## src/rtl/wb_result_sequencer_pkg.sv

```systemverilog
// Shared widths, state codes and holding-register
// layout for the writeback result sequencer.
package wb_result_sequencer_pkg;

  localparam int NUM_RES = 4;
  localparam int DATA_W  = 64;
  localparam int ID_W    = 3;
  localparam int FLAGS_W = 18;
  localparam int PTCID_W = 7;
  localparam int EIP_W   = 32;
  localparam int DEST_W  = 32;

  localparam logic [0:0] ST_IDLE  = 1'b0;
  localparam logic [0:0] ST_DRAIN = 1'b1;

  typedef struct packed {
    logic [EIP_W-1:0]                   eip;
    logic [PTCID_W-1:0]                 ptcid;
    logic [FLAGS_W-1:0]                 eflags;
    logic [1:0]                         size;
    logic [NUM_RES-1:0][DATA_W-1:0]     res;
    logic [NUM_RES-1:0][ID_W-1:0]       id;
    logic [NUM_RES-1:0]                 seg;
  } hold_t;

endpackage

```

## src/rtl/wb_result_sequencer_if.sv

```systemverilog
// Execute-to-writeback bundle handshake:
// bundle fields flow down, in_stall flows back.
interface wb_result_sequencer_if;
  import wb_result_sequencer_pkg::*;

  logic                      in_valid;
  logic [EIP_W-1:0]          in_eip;
  logic [PTCID_W-1:0]        in_ptcid;
  logic [FLAGS_W-1:0]        in_eflags;
  logic [1:0]                in_size;
  logic [NUM_RES*DATA_W-1:0] in_res;
  logic [NUM_RES*DEST_W-1:0] in_dest;
  logic [NUM_RES-1:0]        in_wb;
  logic [NUM_RES-1:0]        in_is_reg;
  logic [NUM_RES-1:0]        in_is_seg;
  logic                      in_stall;

  modport master (
    output in_valid, in_eip, in_ptcid,
    output in_eflags, in_size, in_res,
    output in_dest, in_wb, in_is_reg,
    output in_is_seg,
    input  in_stall
  );

  modport slave (
    input  in_valid, in_eip, in_ptcid,
    input  in_eflags, in_size, in_res,
    input  in_dest, in_wb, in_is_reg,
    input  in_is_seg,
    output in_stall
  );

endinterface

```

## src/rtl/wb_result_sequencer_prio_pick4.sv

```systemverilog
// Lowest-set-bit picker over four pending slots;
// last flags that at most one slot remains.
module wb_prio_pick4 (
  input  logic [3:0] req,
  output logic [3:0] onehot,
  output logic [1:0] idx,
  output logic       last
);

  // isolate lowest set bit and encode it
  always_comb begin
    onehot = req & (~req + 4'd1);
    last   = ((req & (req - 4'd1)) == 4'd0);
    idx    = 2'd0;
    unique case (1'b1)
      onehot[0]: idx = 2'd0;
      onehot[1]: idx = 2'd1;
      onehot[2]: idx = 2'd2;
      onehot[3]: idx = 2'd3;
      default:   idx = 2'd0;
    endcase
  end

endmodule

```

## src/rtl/wb_result_sequencer.sv

```systemverilog
// Serialises one execute bundle onto the single
// register-file write port, then retires it.
module wb_result_sequencer
  import wb_result_sequencer_pkg::*;
(
  input  logic                 clk,
  input  logic                 rst,
  wb_result_sequencer_if.slave ex,
  input  logic                 flush,
  input  logic                 rf_stall,
  output logic                 rf_we,
  output logic                 rf_is_seg,
  output logic [ID_W-1:0]      rf_id,
  output logic [DATA_W-1:0]    rf_data,
  output logic [1:0]           rf_size,
  output logic                 flags_we,
  output logic [FLAGS_W-1:0]   flags_out,
  output logic                 retire,
  output logic [PTCID_W-1:0]   retire_ptcid,
  output logic [EIP_W-1:0]     retire_eip
);

  logic [0:0]         state_q, state_d;
  logic [NUM_RES-1:0] pending_q, pending_d;
  hold_t              hold_q, hold_d;

  logic [3:0] sel_oh;
  logic [1:0] sel_idx;
  logic       done_now;
  logic       drain, idle, go;
  logic       in_ready, accept;
  logic       unused_dest;

  wb_prio_pick4 u_pick (
    .req    (pending_q),
    .onehot (sel_oh),
    .idx    (sel_idx),
    .last   (done_now)
  );

  // only the low ID_W bits of each dest are an index
  assign unused_dest = ^ex.in_dest;

  // handshake, strobes and write-port data
  always_comb begin
    idle     = (state_q == ST_IDLE);
    drain    = (state_q == ST_DRAIN);
    go       = drain & ~rf_stall & ~flush;
    in_ready = idle | (drain & done_now & ~rf_stall);
    accept   = ex.in_valid & in_ready & ~flush;
    ex.in_stall = ~in_ready;

    rf_we     = go & (|pending_q);
    rf_is_seg = rf_we & hold_q.seg[sel_idx];
    rf_id     = rf_we ? hold_q.id[sel_idx] : '0;
    rf_data   = rf_we ? hold_q.res[sel_idx] : '0;
    rf_size   = rf_we ? hold_q.size : '0;

    retire       = go & done_now;
    flags_we     = retire;
    flags_out    = retire ? hold_q.eflags : '0;
    retire_ptcid = retire ? hold_q.ptcid : '0;
    retire_eip   = retire ? hold_q.eip : '0;
  end

  // next state: flush, then drain step, then accept
  always_comb begin
    state_d   = state_q;
    pending_d = pending_q;
    hold_d    = hold_q;
    if (flush) begin
      state_d   = ST_IDLE;
      pending_d = '0;
    end else begin
      if (rf_we) pending_d = pending_q & ~sel_oh;
      if (retire) state_d = ST_IDLE;
      if (accept) begin
        state_d   = ST_DRAIN;
        pending_d = ex.in_wb
                  & (ex.in_is_reg | ex.in_is_seg);
        hold_d.eip    = ex.in_eip;
        hold_d.ptcid  = ex.in_ptcid;
        hold_d.eflags = ex.in_eflags;
        hold_d.size   = ex.in_size;
        hold_d.seg    = ex.in_is_seg;
        for (int i = 0; i < NUM_RES; i++) begin
          hold_d.res[i] =
            ex.in_res[i*DATA_W +: DATA_W];
          hold_d.id[i] =
            ex.in_dest[i*DEST_W +: ID_W];
        end
      end
    end
  end

  // state, pending mask and held bundle
  always_ff @(posedge clk or negedge rst) begin
    if (!rst) begin
      state_q   <= ST_IDLE;
      pending_q <= '0;
      hold_q    <= '0;
    end else begin
      state_q   <= state_d;
      pending_q <= pending_d;
      hold_q    <= hold_d;
    end
  end

endmodule

```

## src/flat_wrapper.sv

```systemverilog
// flat-port wrapper written by rule: the top's interface ports become plain ports
module wb_result_sequencer_flat import wb_result_sequencer_pkg::*;
  (clk, rst, flush, rf_stall, rf_we, rf_is_seg, rf_id, rf_data, rf_size, flags_we, flags_out, retire, retire_ptcid, retire_eip, ex_in_valid, ex_in_eip, ex_in_ptcid, ex_in_eflags, ex_in_size, ex_in_res, ex_in_dest, ex_in_wb, ex_in_is_reg, ex_in_is_seg, ex_in_stall);
  wb_result_sequencer_if ex_i ();
  input  logic clk;
  input  logic rst;
  input  logic flush;
  input  logic rf_stall;
  output logic rf_we;
  output logic rf_is_seg;
  output logic [ID_W-1:0] rf_id;
  output logic [DATA_W-1:0] rf_data;
  output logic [1:0] rf_size;
  output logic flags_we;
  output logic [FLAGS_W-1:0] flags_out;
  output logic retire;
  output logic [PTCID_W-1:0] retire_ptcid;
  output logic [EIP_W-1:0] retire_eip;
  input wire logic [$bits(ex_i.in_valid)-1:0] ex_in_valid;
  input wire logic [$bits(ex_i.in_eip)-1:0] ex_in_eip;
  input wire logic [$bits(ex_i.in_ptcid)-1:0] ex_in_ptcid;
  input wire logic [$bits(ex_i.in_eflags)-1:0] ex_in_eflags;
  input wire logic [$bits(ex_i.in_size)-1:0] ex_in_size;
  input wire logic [$bits(ex_i.in_res)-1:0] ex_in_res;
  input wire logic [$bits(ex_i.in_dest)-1:0] ex_in_dest;
  input wire logic [$bits(ex_i.in_wb)-1:0] ex_in_wb;
  input wire logic [$bits(ex_i.in_is_reg)-1:0] ex_in_is_reg;
  input wire logic [$bits(ex_i.in_is_seg)-1:0] ex_in_is_seg;
  output wire logic [$bits(ex_i.in_stall)-1:0] ex_in_stall;
  assign ex_i.in_valid = ex_in_valid;
  assign ex_i.in_eip = ex_in_eip;
  assign ex_i.in_ptcid = ex_in_ptcid;
  assign ex_i.in_eflags = ex_in_eflags;
  assign ex_i.in_size = ex_in_size;
  assign ex_i.in_res = ex_in_res;
  assign ex_i.in_dest = ex_in_dest;
  assign ex_i.in_wb = ex_in_wb;
  assign ex_i.in_is_reg = ex_in_is_reg;
  assign ex_i.in_is_seg = ex_in_is_seg;
  assign ex_in_stall = ex_i.in_stall;
  wb_result_sequencer u_core (.clk(clk), .rst(rst), .ex(ex_i), .flush(flush), .rf_stall(rf_stall), .rf_we(rf_we), .rf_is_seg(rf_is_seg), .rf_id(rf_id), .rf_data(rf_data), .rf_size(rf_size), .flags_we(flags_we), .flags_out(flags_out), .retire(retire), .retire_ptcid(retire_ptcid), .retire_eip(retire_eip));
endmodule
```

## config.mk

```make
export PLATFORM = sky130hd
export DESIGN_NAME = wb_result_sequencer_flat
export DESIGN_NICKNAME = d
export VERILOG_FILES = /design/src/rtl/wb_result_sequencer_pkg.sv /design/src/rtl/wb_result_sequencer_if.sv /design/src/rtl/wb_result_sequencer_prio_pick4.sv /design/src/rtl/wb_result_sequencer.sv /design/src/flat_wrapper.sv
export SDC_FILE = /design/constraint.sdc
export NUM_CORES = 1
export LEC_CHECK = 0
export CORE_AREA = 2 2 233 235
export CTS_BUF_LIST = sky130_fd_sc_hd__clkbuf_4 sky130_fd_sc_hd__clkbuf_8
export DETAILED_ROUTE_END_ITERATION = 8
export DIE_AREA = 0 0 235 237
export PLACE_DENSITY = 0.69
export SYNTH_ARGS = -nofsm -noshare
export SYNTH_HDL_FRONTEND = slang
export SYNTH_SLANG_ARGS = --single-unit
```

## constraint.sdc

```tcl
create_clock -name clk -period 3.1 [get_ports clk]
set_clock_uncertainty 0.05 [all_clocks]
set_input_delay 0.31 -clock clk [delete_from_list [all_inputs] [get_ports clk]]
set_output_delay 0.31 -clock clk [all_outputs]
set_load 0.1 [all_outputs]
```

==> results.tsv <==
metric	value	unit
CTS buffer count	60	
CTS tree	built	
Period minus WS final	3.03	ns
clock sinks	336	
leading cell types by count after synthesis	994 x nand3_1, 336 x dfrtp_1, 331 x a22oi_1, 139 x mux2i_1, 118 x clkbuf_1	
number of global-route vias before repair	20448	
first-pass GRT wire length	118000	microns
Longest Clk Path Bufs	3	
worst skew pair latency	0.66	ns
Worst Setup Path Type	flip-flop to primary output	
VDD IR max	378	uV
Layout area overhead	41.0	%
register bit total from synthesis	336	
Net Count, Synth	2687	
final HPWL from detailed placement	47800	microns
initial core utilization	37.1	%
max cap viols	0	
die area	55700	sq um
RSZ-0062 raised after global routing	true	
Wirelength per Cell	23.2	microns
initial antenna violation count	19	
floorplan core area	53300	sq um
Final ANT Viol Nets	0	
max layer used	met5	
fmax	330	MHz
I/O Buffers	474	
# setup viols final	0	
gate count after technology mapping	2227	
Crit Path Max Fanout	11	
fillers	4665	
Critical Path Sink Type	primary output	
R2R Setup Slk	0.73	ns
area of the mapped netlist	19800	sq um
Total Nets Final	3032	
placer congestion estimate	0.846	
FP Rows	85	
largest net degree at the start of global routing	214	
# IOs	591	
metal2 WL	36500	microns
crit path launch type	flip-flop	
async set-reset flop share out of synthesis	100	%
die width	235	microns
Slew Limit Fails	0	
DRC	0	
vias post-DR	20755	
Seq/Total Area, Yosys	42.5	%
Post-synth EDFFs	0	
Clock Pin Slew Worst Setup and Hold Paths	0.06	ns
WP data arrival	2.67	ns
Post-Route WL	77000	microns
Critical Path RT	2.74	ns
H-Tree Depth	2	
Multi-input gate area	10200	sq um
status	completed	
DRT iter0 DRCs	2375	
share of cells above drive strength 1	14.1	%
dominant cell type by area after synthesis	dfrtp_1	
Final period util	97.8	%
Fin Hold WS	0.199	ns
Root Buffer	clkbuf_8	
drt first pass iters	6	
Synth Warn #	0	
Register Area	8420	sq um
Most used DFF post-synth	dfrtp_1	
P per Cell Area	499	nW/um^2
Synth top area share	42.5	%
total power	0.0139	W
most numerous cell in the Yosys netlist	nand3_1	
All-Layer GR Usage	26.1	%
final core utilization	52.3	%
Worst Hold Class	input port to async pin	
met3 wire len	7730	microns
main area contributors after synthesis	dfrtp_1 43%, nand3_1 25%, a22oi_1 13%	
Syn Area/Cell	8.88	sq um
vias per cell	6.26	
total congestion overflow	0	
synth unique cells	35	
Final Hold Viols	0	
slew at the pin closest to its max-slew limit	1.16	ns
Leakage	11.7	nW
Worst slew margin	22.9	%
Metal-1 WL	30000	microns
die height	237	microns
## worst paths after layout
kind                                            startpoint                             end  cells after the start
setup reg to reg                  u_core.drain$_DFFE_PN0P_  u_core.hold_q[205]$_DFFE_PN0P_                      6
max in group asynchronous                              rst   u_core.hold_q[68]$_DFFE_PN0P_                      4
setup / recovery           u_core.pending_q[3]$_DFFE_PN0P_                       rf_is_seg                      7
min in group clk                              ex_in_res[3]   u_core.hold_q[19]$_DFFE_PN0P_                      3
hold / removal                                         rst  u_core.hold_q[199]$_DFFE_PN0P_                      2
hold reg to reg             u_core.hold_q[312]$_DFFE_PN0P_  u_core.hold_q[312]$_DFFE_PN0P_                      2
## routing by layer
layer  GRT usage, %  vias to the layer above
met3           8.32                      170
met2           41.8                      995
met1           33.0                    10341
li1               -                     9237
met5              0                        -
met4           9.74                       12
## critical path, cell delays in order (launching register included)
cell	delay (ns)
dfrtp_2	0.45
nor2b_2	0.18
o21bai_4	0.16
buf_12	0.14
buf_4	0.26
mux2i_2	0.39
o22ai_1	0.18
buf_12	0.24
## power breakdown
part           internal (W)  switching, W
clock               0.00245       0.00194
combinational       0.00171       0.00190
sequential          0.00521      0.000716
total               0.00937       0.00455
## area by class of cell
class / instances / share of cell area (%)
Antenna cell: 13 / 0.117
Timing Repair Buffer: 547 / 25.4
Inverter: 2 / 0.0269
Sequential cell: 336 / 30.2
Clock inverter: 5 / 0.179
Multi-Input combinational cell: 1625 / 36.7
Clock buffer: 93 / 4.21
Tap cell: 696 / 3.12
## what timing repair did
action	CTS	global route
buffers inserted	2	2
setup endpoints to repair	38	55
cloned	2	3
pin swaps	1	2
resized for setup	5	19
hold buffers	1	0
endpoints found under the hold margin	55	0
## layout by cell type (no fill, tap or decap), drive strengths merged, types with 3 or more instances in the layout
cell type / instances
o21ai: 3
nor2: 4
clkbuf: 97
and3: 57
clkdlybuf4s50: 342
buf: 198
clkinv: 4
diode: 13
mux2i: 139
o211ai: 6
nand3: 995
o22ai: 69
a22oi: 331
dfrtp: 336
o21a: 3
## cells by family (layout without fill, tap and decap cells)
kind of cell,count (synthesis),after routing,share of synthesized area (%)
AOI/OAI and AO/OA,415,415,15.3
adders and majority gates,1,1,0.0569
buffers and inverters,266,647,7.50
DFF,336,336,42.5
muxes,139,139,7.04
other,0,13,0
and+or+nand+nor,1070,1070,27.6
## metrics by stage
step,TNS [ns],worst slack (ns),cell area [sq um],cells
2_1_floorplan,0,0.0122,20000,2227
3_3_place_gp,0,0.358,26400,3196
3_5_place_dp,0,0.265,26400,3196
4_1_cts,0,0.000899,27700,3299
5_1_grt,-0.0317,-0.0124,27900,3314
6_report,0,0.0682,27900,3317
## registers in the layout, summed over array words and instances, names as in the netlist
register,flops
u_core.drain,1
u_core.hold_q,331
u_core.pending_q,4
No activity file was read; power rests on OpenSTA's default activity.
